`config.mk`:
```
export PLATFORM = sky130hd
export DESIGN_NAME = led_chaser_multi_flat
export DESIGN_NICKNAME = d
export VERILOG_FILES = /design/src/rtl/chaser_pkg.sv /design/src/rtl/led_chaser_multi_if.sv /design/src/rtl/chaser_prescaler.sv /design/src/rtl/led_chaser_multi.sv /design/src/flat_wrapper.sv
export SDC_FILE = /design/constraint.sdc
export NUM_CORES = 1
export LEC_CHECK = 0
export CORE_ASPECT_RATIO = 1.75
export CORE_MARGIN = 2
export CORE_UTILIZATION = 50
export DETAILED_ROUTE_END_ITERATION = 6
export GPL_ROUTABILITY_DRIVEN = 0
export PLACE_DENSITY = 0.76
export SYNTH_ARGS = -nofsm -noshare
export SYNTH_HDL_FRONTEND = slang
export SYNTH_HIERARCHICAL = 1
export SYNTH_SLANG_ARGS = --single-unit
export TNS_END_PERCENT = 5
```
`constraint.sdc`:
```
create_clock -name clk_2 -period 8.38 [get_ports clk_2]
set_input_delay 1.257 -clock clk_2 [delete_from_list [all_inputs] [get_ports clk_2]]
set_output_delay 1.257 -clock clk_2 [all_outputs]
set_load 0.02 [all_outputs]
```
`src/rtl/chaser_pkg.sv`:
```
// Shared types and default sizes for the multi-mode LED chaser.
package chaser_pkg;

   typedef enum logic [1:0] {
      SINGLE   = 2'd0,
      PINGPONG = 2'd1,
      BAR      = 2'd2,
      JOHNSON  = 2'd3
   } chaser_mode_e;

   localparam int unsigned DefNbits = 8;
   localparam int unsigned DefDivW  = 26;

endpackage

```
`src/rtl/led_chaser_multi_if.sv`:
```
// Control and LED bundle for led_chaser_multi; master drives controls, slave is the chaser.
interface led_chaser_multi_if
   import chaser_pkg::*;
#(
   parameter int unsigned NBITS = DefNbits,
   parameter int unsigned DIV_W = DefDivW
);
   logic             restart;
   logic             freeze;
   logic             dir;
   logic [1:0]       mode;
   logic [DIV_W-1:0] step_div;
   logic [3:0]       brightness;
   logic [NBITS-1:0] led;
   logic             step_pulse;
   logic             sweep_done;

   modport master (
      output restart, freeze, dir, mode, step_div, brightness,
      input  led, step_pulse, sweep_done
   );

   modport slave (
      input  restart, freeze, dir, mode, step_div, brightness,
      output led, step_pulse, sweep_done
   );
endinterface

```
`src/rtl/chaser_prescaler.sv`:
```
// Step-rate divider: strobes once every step_div+1 unfrozen clocks, restarted by clear.
module chaser_prescaler
   import chaser_pkg::*;
#(
   parameter int unsigned DIV_W = DefDivW
) (
   input  logic             clk_2,
   input  logic             reset,
   input  logic             freeze,
   input  logic             clear,
   input  logic [DIV_W-1:0] step_div,
   output logic             step
);

   logic [DIV_W-1:0] cnt_q;

   assign step = !clear && !freeze && (cnt_q == step_div);

   // A step_div lowered below cnt_q lets the counter run on and wrap.
   always_ff @(posedge clk_2) begin
      if (reset) begin
         cnt_q <= '0;
      end else if (clear) begin
         cnt_q <= '0;
      end else if (!freeze) begin
         cnt_q <= (cnt_q == step_div) ? '0 : cnt_q + 1'b1;
      end
   end

endmodule

```
`src/rtl/led_chaser_multi.sv`:
```
// Four-pattern LED chaser (single, ping-pong, bar, Johnson) with freeze/restart/direction.
// Optional brightness PWM on the LED output when CHASER_PWM_EN is defined.
module led_chaser_multi
   import chaser_pkg::*;
#(
   parameter int unsigned NBITS = DefNbits,
   parameter int unsigned DIV_W = DefDivW
) (
   input  logic              clk_2,
   input  logic              reset,
   led_chaser_multi_if.slave bus
);

   localparam logic [NBITS-1:0] MsbHot  = {1'b1, {(NBITS-1){1'b0}}};
   localparam logic [NBITS-1:0] LsbHot  = {{(NBITS-1){1'b0}}, 1'b1};
   localparam logic [NBITS-1:0] AllOnes = {NBITS{1'b1}};

   chaser_mode_e     mode_e;
   logic [1:0]       mode_q;
   logic             dir_q;
   logic [NBITS-1:0] pat_q;
   logic [NBITS-1:0] pat_step;
   logic [NBITS-1:0] start_pat;
   logic             bounce_q;     // 0 = moving right, 1 = moving left
   logic             bounce_step;
   logic             sweep_step;
   logic             step_pulse_q;
   logic             sweep_done_q;
   logic             reload;
   logic             step;

   assign mode_e = chaser_mode_e'(bus.mode);

   assign reload = bus.restart || (bus.mode != mode_q) ||
                   ((bus.dir != dir_q) && (mode_e != PINGPONG));

   chaser_prescaler #(
      .DIV_W (DIV_W)
   ) u_prescaler (
      .clk_2    (clk_2),
      .reset    (reset),
      .freeze   (bus.freeze),
      .clear    (reload),
      .step_div (bus.step_div),
      .step     (step)
   );

   always_comb begin
      start_pat = bus.dir ? LsbHot : MsbHot;
      if (mode_e == JOHNSON) begin
         start_pat = '0;
      end
   end

   always_comb begin
      pat_step    = pat_q;
      bounce_step = bounce_q;
      sweep_step  = 1'b0;
      case (mode_e)
         SINGLE: begin
            if (pat_q == '0) begin
               pat_step = start_pat;
            end else if (!bus.dir) begin
               if (pat_q[0]) begin
                  pat_step   = MsbHot;
                  sweep_step = 1'b1;
               end else begin
                  pat_step = pat_q >> 1;
               end
            end else begin
               if (pat_q[NBITS-1]) begin
                  pat_step   = LsbHot;
                  sweep_step = 1'b1;
               end else begin
                  pat_step = pat_q << 1;
               end
            end
         end
         PINGPONG: begin
            if (pat_q == '0) begin
               pat_step    = start_pat;
               bounce_step = bus.dir;
            end else if (!bounce_q) begin
               pat_step = pat_q >> 1;
               if (pat_step[0]) begin
                  bounce_step = 1'b1;
                  sweep_step  = 1'b1;
               end
            end else begin
               pat_step = pat_q << 1;
               if (pat_step[NBITS-1]) begin
                  bounce_step = 1'b0;
                  sweep_step  = 1'b1;
               end
            end
         end
         BAR: begin
            if (pat_q == AllOnes) begin
               pat_step   = '0;
               sweep_step = 1'b1;
            end else if (pat_q == '0) begin
               pat_step = start_pat;
            end else if (!bus.dir) begin
               pat_step = {1'b1, pat_q[NBITS-1:1]};
            end else begin
               pat_step = {pat_q[NBITS-2:0], 1'b1};
            end
         end
         JOHNSON: begin
            if (!bus.dir) begin
               pat_step = {~pat_q[0], pat_q[NBITS-1:1]};
            end else begin
               pat_step = {pat_q[NBITS-2:0], ~pat_q[NBITS-1]};
            end
            sweep_step = (pat_step == '0);
         end
         default: ;
      endcase
   end

   always_ff @(posedge clk_2) begin
      if (reset) begin
         pat_q        <= MsbHot;
         bounce_q     <= 1'b0;
         mode_q       <= 2'd0;
         dir_q        <= 1'b0;
         step_pulse_q <= 1'b0;
         sweep_done_q <= 1'b0;
      end else begin
         mode_q       <= bus.mode;
         dir_q        <= bus.dir;
         step_pulse_q <= 1'b0;
         sweep_done_q <= 1'b0;
         if (reload) begin
            pat_q <= start_pat;
            if (mode_e == PINGPONG) begin
               bounce_q <= bus.dir;
            end
         end else if (step) begin
            pat_q        <= pat_step;
            bounce_q     <= bounce_step;
            step_pulse_q <= 1'b1;
            sweep_done_q <= sweep_step;
         end
      end
   end

   assign bus.step_pulse = step_pulse_q;
   assign bus.sweep_done = sweep_done_q;

`ifdef CHASER_PWM_EN
   logic [3:0] pwm_cnt_q;

   always_ff @(posedge clk_2) begin
      if (reset) begin
         pwm_cnt_q <= 4'd0;
      end else begin
         pwm_cnt_q <= pwm_cnt_q + 4'd1;
      end
   end

   assign bus.led = pat_q & {NBITS{pwm_cnt_q < bus.brightness}};
`else
   logic unused_brightness;
   assign unused_brightness = ^bus.brightness;
   assign bus.led           = pat_q;
`endif

endmodule

```
`src/flat_wrapper.sv`:
```
// flat-port wrapper written by rule: the top's interface ports become plain ports
module led_chaser_multi_flat import chaser_pkg::*;
#(
   parameter int unsigned NBITS = DefNbits,
   parameter int unsigned DIV_W = DefDivW
)
  (clk_2, reset, bus_restart, bus_freeze, bus_dir, bus_mode, bus_step_div, bus_brightness, bus_led, bus_step_pulse, bus_sweep_done);
  led_chaser_multi_if #(.NBITS(NBITS), .DIV_W(DIV_W)) bus_i ();
  input  logic clk_2;
  input  logic reset;
  input wire logic [$bits(bus_i.restart)-1:0] bus_restart;
  input wire logic [$bits(bus_i.freeze)-1:0] bus_freeze;
  input wire logic [$bits(bus_i.dir)-1:0] bus_dir;
  input wire logic [$bits(bus_i.mode)-1:0] bus_mode;
  input wire logic [$bits(bus_i.step_div)-1:0] bus_step_div;
  input wire logic [$bits(bus_i.brightness)-1:0] bus_brightness;
  output wire logic [$bits(bus_i.led)-1:0] bus_led;
  output wire logic [$bits(bus_i.step_pulse)-1:0] bus_step_pulse;
  output wire logic [$bits(bus_i.sweep_done)-1:0] bus_sweep_done;
  assign bus_i.restart = bus_restart;
  assign bus_i.freeze = bus_freeze;
  assign bus_i.dir = bus_dir;
  assign bus_i.mode = bus_mode;
  assign bus_i.step_div = bus_step_div;
  assign bus_i.brightness = bus_brightness;
  assign bus_led = bus_i.led;
  assign bus_step_pulse = bus_i.step_pulse;
  assign bus_sweep_done = bus_i.sweep_done;
  led_chaser_multi #(.NBITS(NBITS), .DIV_W(DIV_W)) u_core (.clk_2(clk_2), .reset(reset), .bus(bus_i));
endmodule
```
* Yosys cells after proc, flatten, opt, wreduce, memory -nomap -nowiden
Index checks and enable logic that the tools add are counted.
Operators by class: $add $sub $neg 1, $mul 0, div/mod/pow operators 0, magnitude comparators 0, eq/ne operators 8, shift-type cells 0, multiplexer cells 35, bitwise operators 3, reduce and logical (&&, ||, !) cells 14
Operator list (count):
- 2-to-1 mux 8 bit | 15
- one-hot mux 8 bit (4 select lines) | 1
- adder 26 x 1 -> 26 bit, second input constant | 1
- equality test 26 bit | 1
- 2-to-1 mux 26 bit | 1
- 2-to-1 mux 1 bit | 17
- logical NOT 8 bit | 2
- equality test 8 bit, second input constant | 1
- equality test 2 bit, second input constant | 2
- one-hot mux 1 bit (4 select lines) | 1
- logical AND 1 bit | 3
- NOT 1 bit | 3
- OR reduction 3 bit | 1
- equality test 2 x 1 -> 1 bit, second input constant | 1
- logical NOT 1 bit | 2
- logical NOT 2 bit | 1
- logical OR 1 bit | 2
- inequality test 2 x 1 -> 1 bit, second input constant | 1
- inequality test 2 bit | 1
- AND reduction 2 bit | 1
- nonzero test 2 bit | 1
- OR reduction 2 bit | 1
- inequality test 1 bit | 1
Storage, ports and cells: flip-flop bits (word level) 40, latch bits 0, bits in writable memories 0, bits in read-only memories 0, bits of input ports 37, output and inout port bits 10, word-level logic and storage cells 68, memories 0

* Logic depth before layout (Yosys ltp)
Gate-level depths: netlist of the first run.
depth in word-level cells 8, mapped depth 9, depth with buffers taken out 9

* Hierarchy
Netlist of the first run, hierarchy kept.
By module, submodules not included:
- chaser_prescaler | times used 1, cells an instance 171, area an instance 1493.9 um^2, seq. area each 520.5 um^2
- led_chaser_multi | times used 1, cells an instance 141, area an instance 1142.3 um^2, seq. area each 280.3 um^2

* Worst setup path after synthesis of the first run
OpenSTA, ideal clock, no wires.
kind input to register, from in bus_dir, to reg u_core.bounce_q, setup time 0.074 ns, arrival 3.482 ns, data required time 8.306 ns, path slack 4.824 ns, stages 9, path buffers 0, cell sequence xor2_1 -> nor4_2 -> o21a_4 -> inv_4 -> nor4_1 -> nor2_1 -> a211oi_1 -> o21ai_0 -> a31oi_1
On the way: longest elaborated chain between the ends 8, elaborated cells between the ends (all ways) 13, those cells by class 1 x eq/ne; 5 x mux; 7 x reduce/logical
Ends and longest elaborated chain:
- from (decl) | line flat_wrapper.sv:13 | input wire logic [$bits(bus_i.dir)-1:0] bus_dir;
- inequality test 1 bit | line led_chaser_multi.sv:35 | ((bus.dir != dir_q) && (mode_e != PINGPONG));
- logical AND 1 bit | line led_chaser_multi.sv:35
- logical OR 1 bit | line led_chaser_multi.sv:34 | assign reload = bus.restart || (bus.mode != mode_q) ||
- net u_core.reload | line led_chaser_multi.sv:29 | logic reload;
- logical NOT 1 bit | line chaser_prescaler.sv:17 | assign step = !clear && !freeze && (cnt_q == step_div);
- logical AND 1 bit (2 in series) | line chaser_prescaler.sv:17
- net u_core.step | line led_chaser_multi.sv:30 | logic step;
- nonzero test 2 bit (no source line)
- AND reduction 2 bit (no source line)
- to (signal assigned) | line led_chaser_multi.sv:137 | bounce_q <= bus.dir;
- to (signal assigned) | line led_chaser_multi.sv:141 | bounce_q <= bounce_step;
- to (decl) | line led_chaser_multi.sv:24 | logic bounce_q;
The timed path passes the listed nets, and every way through them passes these cells. The select of a mux whose other input is x is not followed. A chain may end at the register's enable or synchronous reset.

* Final worst setup path of the first run
from in bus_mode[1], to reg u_core.bounce_q
On the way: longest elaborated chain between the ends 8, elaborated cells between the ends (all ways) 12, those cells by class 3 x eq/ne; 1 x mux; 8 x reduce/logical
Ends and longest elaborated chain:
- from (decl) | line flat_wrapper.sv:14 | input wire logic [$bits(bus_i.mode)-1:0] bus_mode;
- inequality test 2 bit / inequality test 2 x 1 -> 1 bit (equally long branches) | line led_chaser_multi.sv:34, led_chaser_multi.sv:35
- logical OR 1 bit / logical AND 1 bit (equally long branches) | line led_chaser_multi.sv:34, led_chaser_multi.sv:35
- logical OR 1 bit * | line led_chaser_multi.sv:34
- net u_core.reload | line led_chaser_multi.sv:29
- logical NOT 1 bit * | line chaser_prescaler.sv:17
- logical AND 1 bit * (2 in series) | line chaser_prescaler.sv:17
- net u_core.step | line led_chaser_multi.sv:30
- nonzero test 2 bit (no source line) *
- AND reduction 2 bit (no source line) *
Mark *: on every way through the listed nets, which the timed path passes. The rest lies on a longest branch.

==> run metrics, run 1 <==
outcome=complete, but fails checks; failing checks=design-rule violations; ys async rst share=0%; Synth Flop Type=dfxtp_1; initial antenna violation count=0; CTS Buf Count=5; H-Tree Level Count=2; Final min period=4080 ps; largest cells by area after synthesis=dfxtp_1 (30%), xor2_1 (12%), nor2_1 (6.5%); cts repair resizes=0; top-level port count=47; wire per inst=16.3 um; fmax=245 MHz; Setup TNS Final=0 ps; worst path buffer plus inverter count=3; slew at the pin with the worst max-slew slack=roughly 1000 ps; CP Cell Sequence=clkdlybuf4s50_1 > nand2b_4 > o32ai_2 > o21a_4 > inv_4 > nor4_1 > buf_4 > nor2_1 > a211oi_1 > o21ai_0 > a31oi_1; RSZ-0062 raised after global routing=no; Min-Delay Endpoint=u_core/u_prescaler/cnt_q[13]; fin crit share=48.6%; Worst R2R Path Depth=10; Clock Path Buffers=2; Initial Utilization=51.0%; Final Total Pwr=0.389 mW; Port Buffers=42; setup bufs post-CTS=0; Worst-Skew Late Latency=290 ps; Slowest-stage cell, CP=clkdlybuf4s50_1; Clock Sinks=40; CP Launch Type=input pin; first-pass GRT wire length=11,100 um; cts hold-fix bufs=0; Die Span Y=100 um; Hold/Removal Path Class=flop to flop; largest net degree at the start of global routing=27; DRT iter0 DRCs=139; r2r endpoint=u_core/bounce_q; relative slew slack=31.0%; simple-gate portion of the synthesized area=between 20% and 30%; commonest non-fill, non-tap cell in the layout=nor2_1; max-slew violation count=0; vias in the first global route=2,436; synth unique cells=62; max-cap viol count=0; main combinational cell family by area after synthesis=simple AND/OR/NAND/NOR gates; max incr delay on CP=between 800 and 900 ps; hpwl dp=approximately 5100 um; antenna viol nets, final=0; GRT Total Usage=24.5%; data arrival time of the worst path=4290 ps; vias per cell=6.04; Worst R2R Setup Slack=around 6000 ps; final wirelength=around 6600 um; floorplan core area=5170 um^2; via count=2,454; Adder-Cell Fraction of Synth Area=less than 1%; Worst-path clk slew=70 ps; Final Hold Vio Count=0; min-delay src=u_core/u_prescaler/cnt_q[13]; Top delay family on crit path=compound AO/OA/AOI/OAI gates; mux cell area share after synthesis=approximately 1.9%; Required @ worst endpoint=8590 ps; die width=about 59 um; Syn Area/Cell=8.45 um^2; most frequent cells in the layout=nor2_1 (46), clkdlybuf4s50_1 (42), dfxtp_1 (40), xor2_1 (35), xnor2_1 (18); nets=389; post-layout util=61.0%; clock root cell=clkbuf_8; Pwr Density=123 nW/um^2; total grt overflow=0; Synth top area share=30.4%; Crit Path Max Fanout=24; CTS tree=built; DRC Markers=4; worst hold stages=2; Setup Crit Path Kind=input pin to flop; Clock Skew=6.01 ps; Area Growth Syn to Fin=19.5%; die footprint=just under 6000 um^2; Max rail drop VDD=roughly 71 uV; launch point of the worst reg-to-reg path=u_core/dir_q; area fraction in compound gates after synthesis=between 15 and 20%; Gate Count Post-Synth=312; post-synthesis xor/xnor area fraction=17.6%; Net Count, Synth=351; number of synthesized flops with an enable pin=0; Yosys top cell by area=dfxtp_1; LEAKAGE=1.11 nW; Final setup viols=0; post-synthesis sequential area ratio=a little under a third; drt first pass iters=6; YS warnings=6; Cell Area, Synth=roughly 2600 um^2; Critical Path End Type=flop; synthesized flop and latch total=40; FP Rows=35; share of layout cells above drive strength 1=under 10%; antenna cell count=0
[worst register-to-register path, cell delays in order, from the launching register on]
cell and delay, ps:
dfxtp_1 310, xor2_1 160, nor4_2 340, o21a_4 250, inv_4 80, nor4_1 280
buf_4 220, nor2_1 50, a211oi_1 360, o21ai_0 140, a31oi_1 140
[flip-flops by register name (all words and copies together) (netlist names)]
register                  count
u_core/u_prescaler/cnt_q     26
u_core/bus.led                8
u_core/mode_q                 2
u_core/bounce_q               1
u_core/bus.step_pulse         1
u_core/bus.sweep_done         1
u_core/dir_q                  1
[cells in the mapped netlist, types with 3 or more instances]
cell	number
and4_1	3
nand3_1	12
xnor2_1	18
xor2_1	35
nor4_1	13
and3_1	3
nor2_1	46
a31oi_1	3
nand4_1	9
a22o_1	4
o2bb2ai_1	3
o22ai_1	3
inv_1	10
nand2_1	17
a21oi_1	7
dfxtp_1	40
o21ai_0	7
nor2b_1	7
buf_2	7
mux2i_1	5
nor3_1	6
[how the worst max path moves through the flow]
| stage | from | cells past startpoint | slack [ps] | to |
|---|---|---|---|---|
| floorplan | bus_dir | 9 | 4820 | u_core/bounce_q |
| global placement | bus_mode[1] | 11 | 4120 | u_core/bounce_q |
| detailed placement | bus_mode[1] | 11 | 4100 | u_core/bounce_q |
| CTS | bus_mode[1] | 11 | 4390 | u_core/bounce_q |
| global route | bus_mode[1] | 11 | 4070 | u_core/bounce_q |
| finish | bus_mode[1] | 11 | 4300 | u_core/bounce_q |
[routing by layer]
| layer | part of all wire (%) | global-route usage (%) | wire (um) | vias up |
|---|---|---|---|---|
| met3 | 4.5 | 3.74 | 295 | 27 |
| met1 | 35 | 24.2 | 2290 | 1130 |
| met4 | 5.4 | 16.6 | 356 | 0 |
| met2 | 56 | 44.7 | 3670 | 111 |
| met5 | 0 | 0 | 0 | - |
| li1 | - | - | - | 1186 |
[report_power, final]
part / switching [mW] / internal, mW
clock: 0.0629 / 0.0672
sequential: 0.00495 / 0.192
combinational: 0.0304 / 0.0314
[cell type report]
| cell class | instances | area (um^2) |
|---|---|---|
| timing repair buffer | 43 | 428 |
| inverter | 11 | 43.8 |
| sequential | 40 | 801 |
| clock buffer | 8 | 90.1 |
| tap | 55 | 68.8 |
| multi-input combinational | 249 | 1720 |
| fill | 465 | 2020 |
[cells by family (layout without fill, tap and decap cells)]
logic type | count (synthesis) | in the layout
buffers and inverters | 23 | 62
adders and majority gates | 2 | 2
xor gates and xnor gates | 53 | 53
AOI/OAI and AO/OA | 52 | 52
muxes | 5 | 5
DFF | 40 | 40
and+or+nand+nor | 137 | 137
[through the flow]
| step | hold slack [ps] | setup slack, ps | std cells | instance area [um^2] |
|---|---|---|---|---|
| 2_1_floorplan | 504 | 4820 | 312 | 2640 |
| 4_1_cts | 576 | 4390 | 406 | 3150 |
| 5_1_grt | 608 | 4070 | 406 | 3150 |
| 3_3_place_gp | 547 | 4120 | 398 | 3060 |
| 6_report | 569 | 4300 | 406 | 3150 |
| 3_5_place_dp | 561 | 4100 | 398 | 3060 |
No activity file was read; power rests on OpenSTA's default activity.
==> inputs of run 2 (changes only) <==
==> constraint.sdc (replaced) <==
create_clock -name clk_2 -period 3.9 [get_ports clk_2]
set_input_delay 0.585 -clock clk_2 [delete_from_list [all_inputs] [get_ports clk_2]]
set_output_delay 0.585 -clock clk_2 [all_outputs]
set_load 0.02 [all_outputs]
==> run 2 against run 1 <==
Sequential share of layout area is 0.14 points lower. Non-clock buffer count is 4 higher. Worst setup slack worse by 3400 ps. Sequential power is 110% higher. Register-to-register slack worse by 4600 ps. Global-route usage is 0.36 points lower. The flow still finishes with violations (design-rule violations). Utilization is 0.34 points higher. Clock power is 100% higher. Total power is 110% higher.
==> run metrics, run 2 (same netlist as run 1, synthesis figures left out) <==
outcome=complete, but fails checks; failing checks=design-rule violations; slew at the pin with the worst max-slew slack=629 ps; LEAKAGE=1.13 nW; Final setup viols=0; commonest non-fill, non-tap cell in the layout=nor2_1; Hold/Removal Path Class=flop to flop; pre-CTS setup slack=641 ps; initial antenna violation count=0; antenna cell count=0; H-Tree Level Count=2; Clock Path Buffers=2; Worst-Skew Late Latency=around 280 ps; top-level port count=47; GRT Total Usage=24.2%; Area Growth Syn to Fin=20.2%; floorplan core area=a little over 5000 um^2; FP Rows=35; Final Hold Vio Count=0; Final min period=~3000 ps; setup bufs post-CTS=0; nets=393; Required @ worst endpoint=4060 ps; Crit Path Max Fanout=9; via count=around 2,400; RSZ-0062 raised after global routing=no; antenna viol nets, final=0; max incr delay on CP=~590 ps; vias in the first global route=between 2,000 and 2,500; Slowest-stage cell, CP=clkdlybuf4s50_1; worst setup margin=approximately 940 ps; Pint=0.604 mW; Clock Skew=approximately 2.5 ps; share of layout cells above drive strength 1=7.91%; first-pass GRT wire length=10,900 um; Max rail drop VDD=167 uV; part of the power in combinational logic=16.5%; clock root cell=clkbuf_8; CP Cell Sequence=clkdlybuf4s50_1 > nand2b_4 > o32ai_2 > o21a_4 > inv_4 > nor4_1 > buf_4 > o21ai_0 > mux2i_1 > a32oi_1; max-slew violation count=0; fmax=337 MHz; wire per inst=16.0 um; cts repair resizes=0; CP Launch Type=input pin; CTS Buf Count=5; most frequent cells in the layout=nor2_1 (46), clkdlybuf4s50_1 (42), dfxtp_1 (40), xor2_1 (35), xnor2_1 (18); CTS tree=built; Setup Crit Path Kind=input pin to flop; Worst-path clk slew=70 ps; total grt overflow=0; final wirelength=6560 um; Setup TNS Final=0 ps; Critical Path End Type=flop; vias per cell=5.92; drt first pass iters=6; hpwl dp=around 5000 um; max reg flops=26; cts hold-fix bufs=0; DRC Markers=4; fin crit share=76.0%; die width=58.9 um; data arrival time of the worst path=3120 ps; switch share=26.4%; worst path buffer plus inverter count=3; Flop pwr share=51.5%; relative slew slack=a little under 60%; max-cap viol count=0; die footprint=5890 um^2; Largest Register=u_core/u_prescaler/cnt_q; Clock Sinks=40; Top delay family on crit path=buffers and inverters; Port Buffers=42; Initial Utilization=51.0%; largest net degree at the start of global routing=27; Pwr Density=~260 nW/um^2; clock group share of total power=between 30% and 40%; DRT iter0 DRCs=125; Die Span Y=100 um; Psw=0.216 mW
-- run 2: worst paths after layout --
path              slack (ps)  depth (start not counted)                           end                    startpoint
setup / recovery         940                         10             u_core/bus.led[7]                   bus_mode[0]
hold / removal           570                          2  u_core/u_prescaler/cnt_q[25]  u_core/u_prescaler/cnt_q[25]
setup reg to reg        1420                          8             u_core/bus.led[7]   u_core/u_prescaler/cnt_q[2]
hold reg to reg          570                          2  u_core/u_prescaler/cnt_q[25]  u_core/u_prescaler/cnt_q[25]
-- run 2: final cells by class --
class                      count  area (um^2)
clock inverter                 1         5.00
clock buffer                   6         72.6
tap                           55         68.8
fill                         470         2000
inverter                      11         43.8
timing repair buffer          47          458
multi-input combinational    249         1720
sequential                    40          801
-- run 2: per-stage QoR --
stage / hold slack (ps) / instances / power, mW / instance area [um^2] / util [%]
finish: 567 / 409 / 0.820 / 3170 / 61.3
global route: 586 / 409 / 0.852 / 3170 / 61.3
CTS: 573 / 409 / 0.825 / 3170 / 61.3
detailed placement: 552 / 402 / 0.566 / 3090 / 59.8
global placement: 548 / 402 / 0.565 / 3090 / 59.8
floorplan: 504 / 312 / 0.506 / 2640 / -
-- run 2: worst reg2reg max path: cells and delay by family (launching register included) --
| kind | cells | cell delay [ps] |
|---|---|---|
| multiplexers | 1 | 140 |
| AO/OA/AOI/OAI | 2 | 200 |
| XOR/XNOR | 1 | 180 |
| buffers and inverters | 1 | 270 |
| flip-flops | 1 | 380 |
| AND/OR/NAND/NOR | 3 | 1190 |
-- run 2: metal layers --
| metal | vias up | routed length, um | global-route usage [%] | part of all wire [%] |
|---|---|---|---|---|
| met5 | - | 0 | 0 | 0 |
| met4 | 0 | 436 | 18.9 | 6.7 |
| met3 | 33 | 225 | 2.45 | 3.4 |
| met2 | 87 | 3470 | 42.7 | 53 |
| met1 | 1106 | 2420 | 24.7 | 37 |
| li1 | 1196 | - | - | - |
-- run 2: power by group through the flow --
stage / Combinational [mW] / Clock (mW) / Sequential [mW]
finish: 0.135 / 0.262 / 0.423
global route: 0.147 / 0.282 / 0.424
CTS: 0.134 / 0.268 / 0.422
detailed placement: 0.134 / 0 / 0.432
global placement: 0.133 / 0 / 0.432
floorplan: 0.0781 / 0 / 0.428
==> inputs of run 3 (changes only) <==
--- a/config.mk
+++ b/config.mk
@@ -7,10 +7,10 @@
 export LEC_CHECK = 0
 export CORE_ASPECT_RATIO = 1.75
 export CORE_MARGIN = 2
-export CORE_UTILIZATION = 50
+export CORE_UTILIZATION = 48
 export DETAILED_ROUTE_END_ITERATION = 6
 export GPL_ROUTABILITY_DRIVEN = 0
-export PLACE_DENSITY = 0.76
+export PLACE_DENSITY = 0.77
 export SYNTH_ARGS = -nofsm -noshare
 export SYNTH_HDL_FRONTEND = slang
 export SYNTH_HIERARCHICAL = 1
==> constraint.sdc (replaced) <==
create_clock -name clk_2 -period 2.4 [get_ports clk_2]
set_input_delay 0.36 -clock clk_2 [delete_from_list [all_inputs] [get_ports clk_2]]
set_output_delay 0.36 -clock clk_2 [all_outputs]
set_load 0.02 [all_outputs]
==> run 3 against run 2 <==
The flow now finishes without violations. First-iteration DRC count grew 23%. Global-route usage about the same. Worst setup slack lost 740 ps. Via count grew 5.8%. Cell area grew 7.3%. Sequential share of layout area fell by 1.7 points. Total power up 81%. Critical path type unchanged. Highest routed layer unchanged.
==> run metrics, run 3 (same netlist as run 1, synthesis figures left out) <==
outcome=finished, final reports clean; DRT iter0 DRCs=154; FP Rows=35; Clock Sinks=40; Hold/Removal Path Class=flop to flop; die footprint=6120 um^2; worst setup margin=roughly 200 ps; LEAKAGE=1.24 nW; worst hold stages=1; drt first pass iters=4; Final setup viols=0; antenna viol nets, final=0; Worst R2R Path Depth=8; nets=409; H-Tree Level Count=2; CP Launch Type=input pin; Top delay family on crit path=buffers and inverters; first-pass GRT wire length=11,300 um; Pwr Density=around 440 nW/um^2; wire per inst=15.5 um; hold_ws=566 ps; hpwl dp=5260 um; CTS tree=built; pre-CTS setup slack=-307 ps; relative slew slack=between 60% and 70%; max-cap viol count=0; max incr delay on CP=580 ps; largest net degree at the start of global routing=27; Port Buffers=42; fin crit share=91.7%; die width=about 60 um; Slowest-stage cell, CP=clkdlybuf4s50_1; Clock Skew=between 4 and 5 ps; max reg flops=26; fmax=454 MHz; top-level port count=47; Worst-path clk slew=80 ps; Initial Utilization=49.8%; Die Span Y=102 um; fin cells=445; commonest non-fill, non-tap cell in the layout=nor2_1; slew at the pin with the worst max-slew slack=517 ps; Worst-Skew Late Latency=a little under 300 ps; CP Cell Sequence=clkdlybuf4s50_1 > nand4_1 > o32ai_4 > o21a_4 > inv_4 > nor4_4 > buf_6 > o21ai_1 > mux2i_1 > a32oi_1; total grt overflow=0; floorplan core area=approximately 5300 um^2; Required @ worst endpoint=2560 ps; most frequent cells in the layout=nor2_1 (46), clkdlybuf4s50_1 (42), dfxtp_1 (40), xor2_1 (35), buf_4 (19); Final min period=2200 ps; vias per cell=5.76; Crit Path Max Fanout=6; Crit path depth=10; initial antenna violation count=0; post-layout util=64.2%; max-slew violation count=0; Max rail drop VDD=approximately 220 uV; number of fill cells=479; Setup Crit Path Kind=input pin to flop; Area Growth Syn to Fin=29.0%; CTS Buf Count=5; GRT Total Usage=between 20% and 30%; Clock Path Buffers=2; Largest Register=u_core/u_prescaler/cnt_q; worst path buffer plus inverter count=3; cell count after placement=approximately 440; clock root cell=clkbuf_8; final wirelength=slightly below 7000 um; Critical Path End Type=flop; DRC Markers=0; share of layout cells above drive strength 1=13.2%; vias in the first global route=2,497; Final Hold Vio Count=0; via count=2,563; data arrival time of the worst path=approximately 2400 ps; antenna cell count=0
==> run 3: changes by cell type in the layout (fill, tap and decap cells not counted), moves of 2 or more <==
cell	change
o21ai_0	-2
o21ai_1	+2
nor4_1	-2
buf_4	+14
==> run 3: where the power goes <==
part	total, mW	switching [mW]	internal, mW
combinational	0.239	0.114	0.126
sequential	0.688	0.0181	0.670
clock	0.561	0.253	0.308
==> run 3: metal layers <==
metal | vias to the layer above | wire length [um] | GRT usage, %
met4 | 0 | 410 | 15.6
met1 | 1192 | 2400 | 24.4
li1 | 1225 | - | -
met5 | - | 0 | 0
met3 | 42 | 308 | 3.42
met2 | 104 | 3780 | 44.1
==> run 3: worst reg2reg max path, stage by stage, from the launching register on <==
cell and delay, ps:
dfxtp_1 360, xor2_1 180, nor4_1 300, nand4_1 230
nor4_4 390, buf_6 180, o21ai_1 80, mux2i_1 120
a32oi_1 110
==> run 3: final cells by class <==
cell class | instances | area (um^2) | area share (%)
inverters | 11 | 43.8 | 1.29
well taps | 74 | 92.6 | 2.72
flip-flops and latches | 40 | 801 | 23.6
repair buffers | 63 | 594 | 17.5
clock buffers | 5 | 68.8 | 2.02
clock inverters | 3 | 42.5 | 1.25
multi-input cells | 249 | 1760 | 51.7
==> run 3: worst paths after layout <==
kind                            slack [ps]                          from                 to
worst max-delay path                   200                   bus_mode[0]  u_core/bus.led[7]
worst min-delay path                   570             u_core/bus.led[3]  u_core/bus.led[3]
worst max register to register         320  u_core/u_prescaler/cnt_q[19]  u_core/bus.led[7]
worst min register to register         570             u_core/bus.led[3]  u_core/bus.led[3]
==> run 3: what timing repair did <==
item / 4_1_cts / 5_1_grt
pin swaps: 0 / 4
cloned: 0 / 0
setup buffers: 0 / 1
endpoints found under the setup margin: 1 / 9
resized for setup: 1 / 6
hold buffers: 0 / 0
==> run 3: through the flow <==
| stage | instance area [um^2] | power [mW] | setup TNS, ps |
|---|---|---|---|
| after floorplan | 2640 | 0.823 | 0 |
| after global placement | 3250 | 0.930 | -2500 |
| after detailed placement | 3250 | 0.934 | -2690 |
| after CTS | 3370 | 1.49 | 0 |
| after global routing | 3400 | 1.55 | -3.01 |
| final | 3400 | 1.49 | 0 |
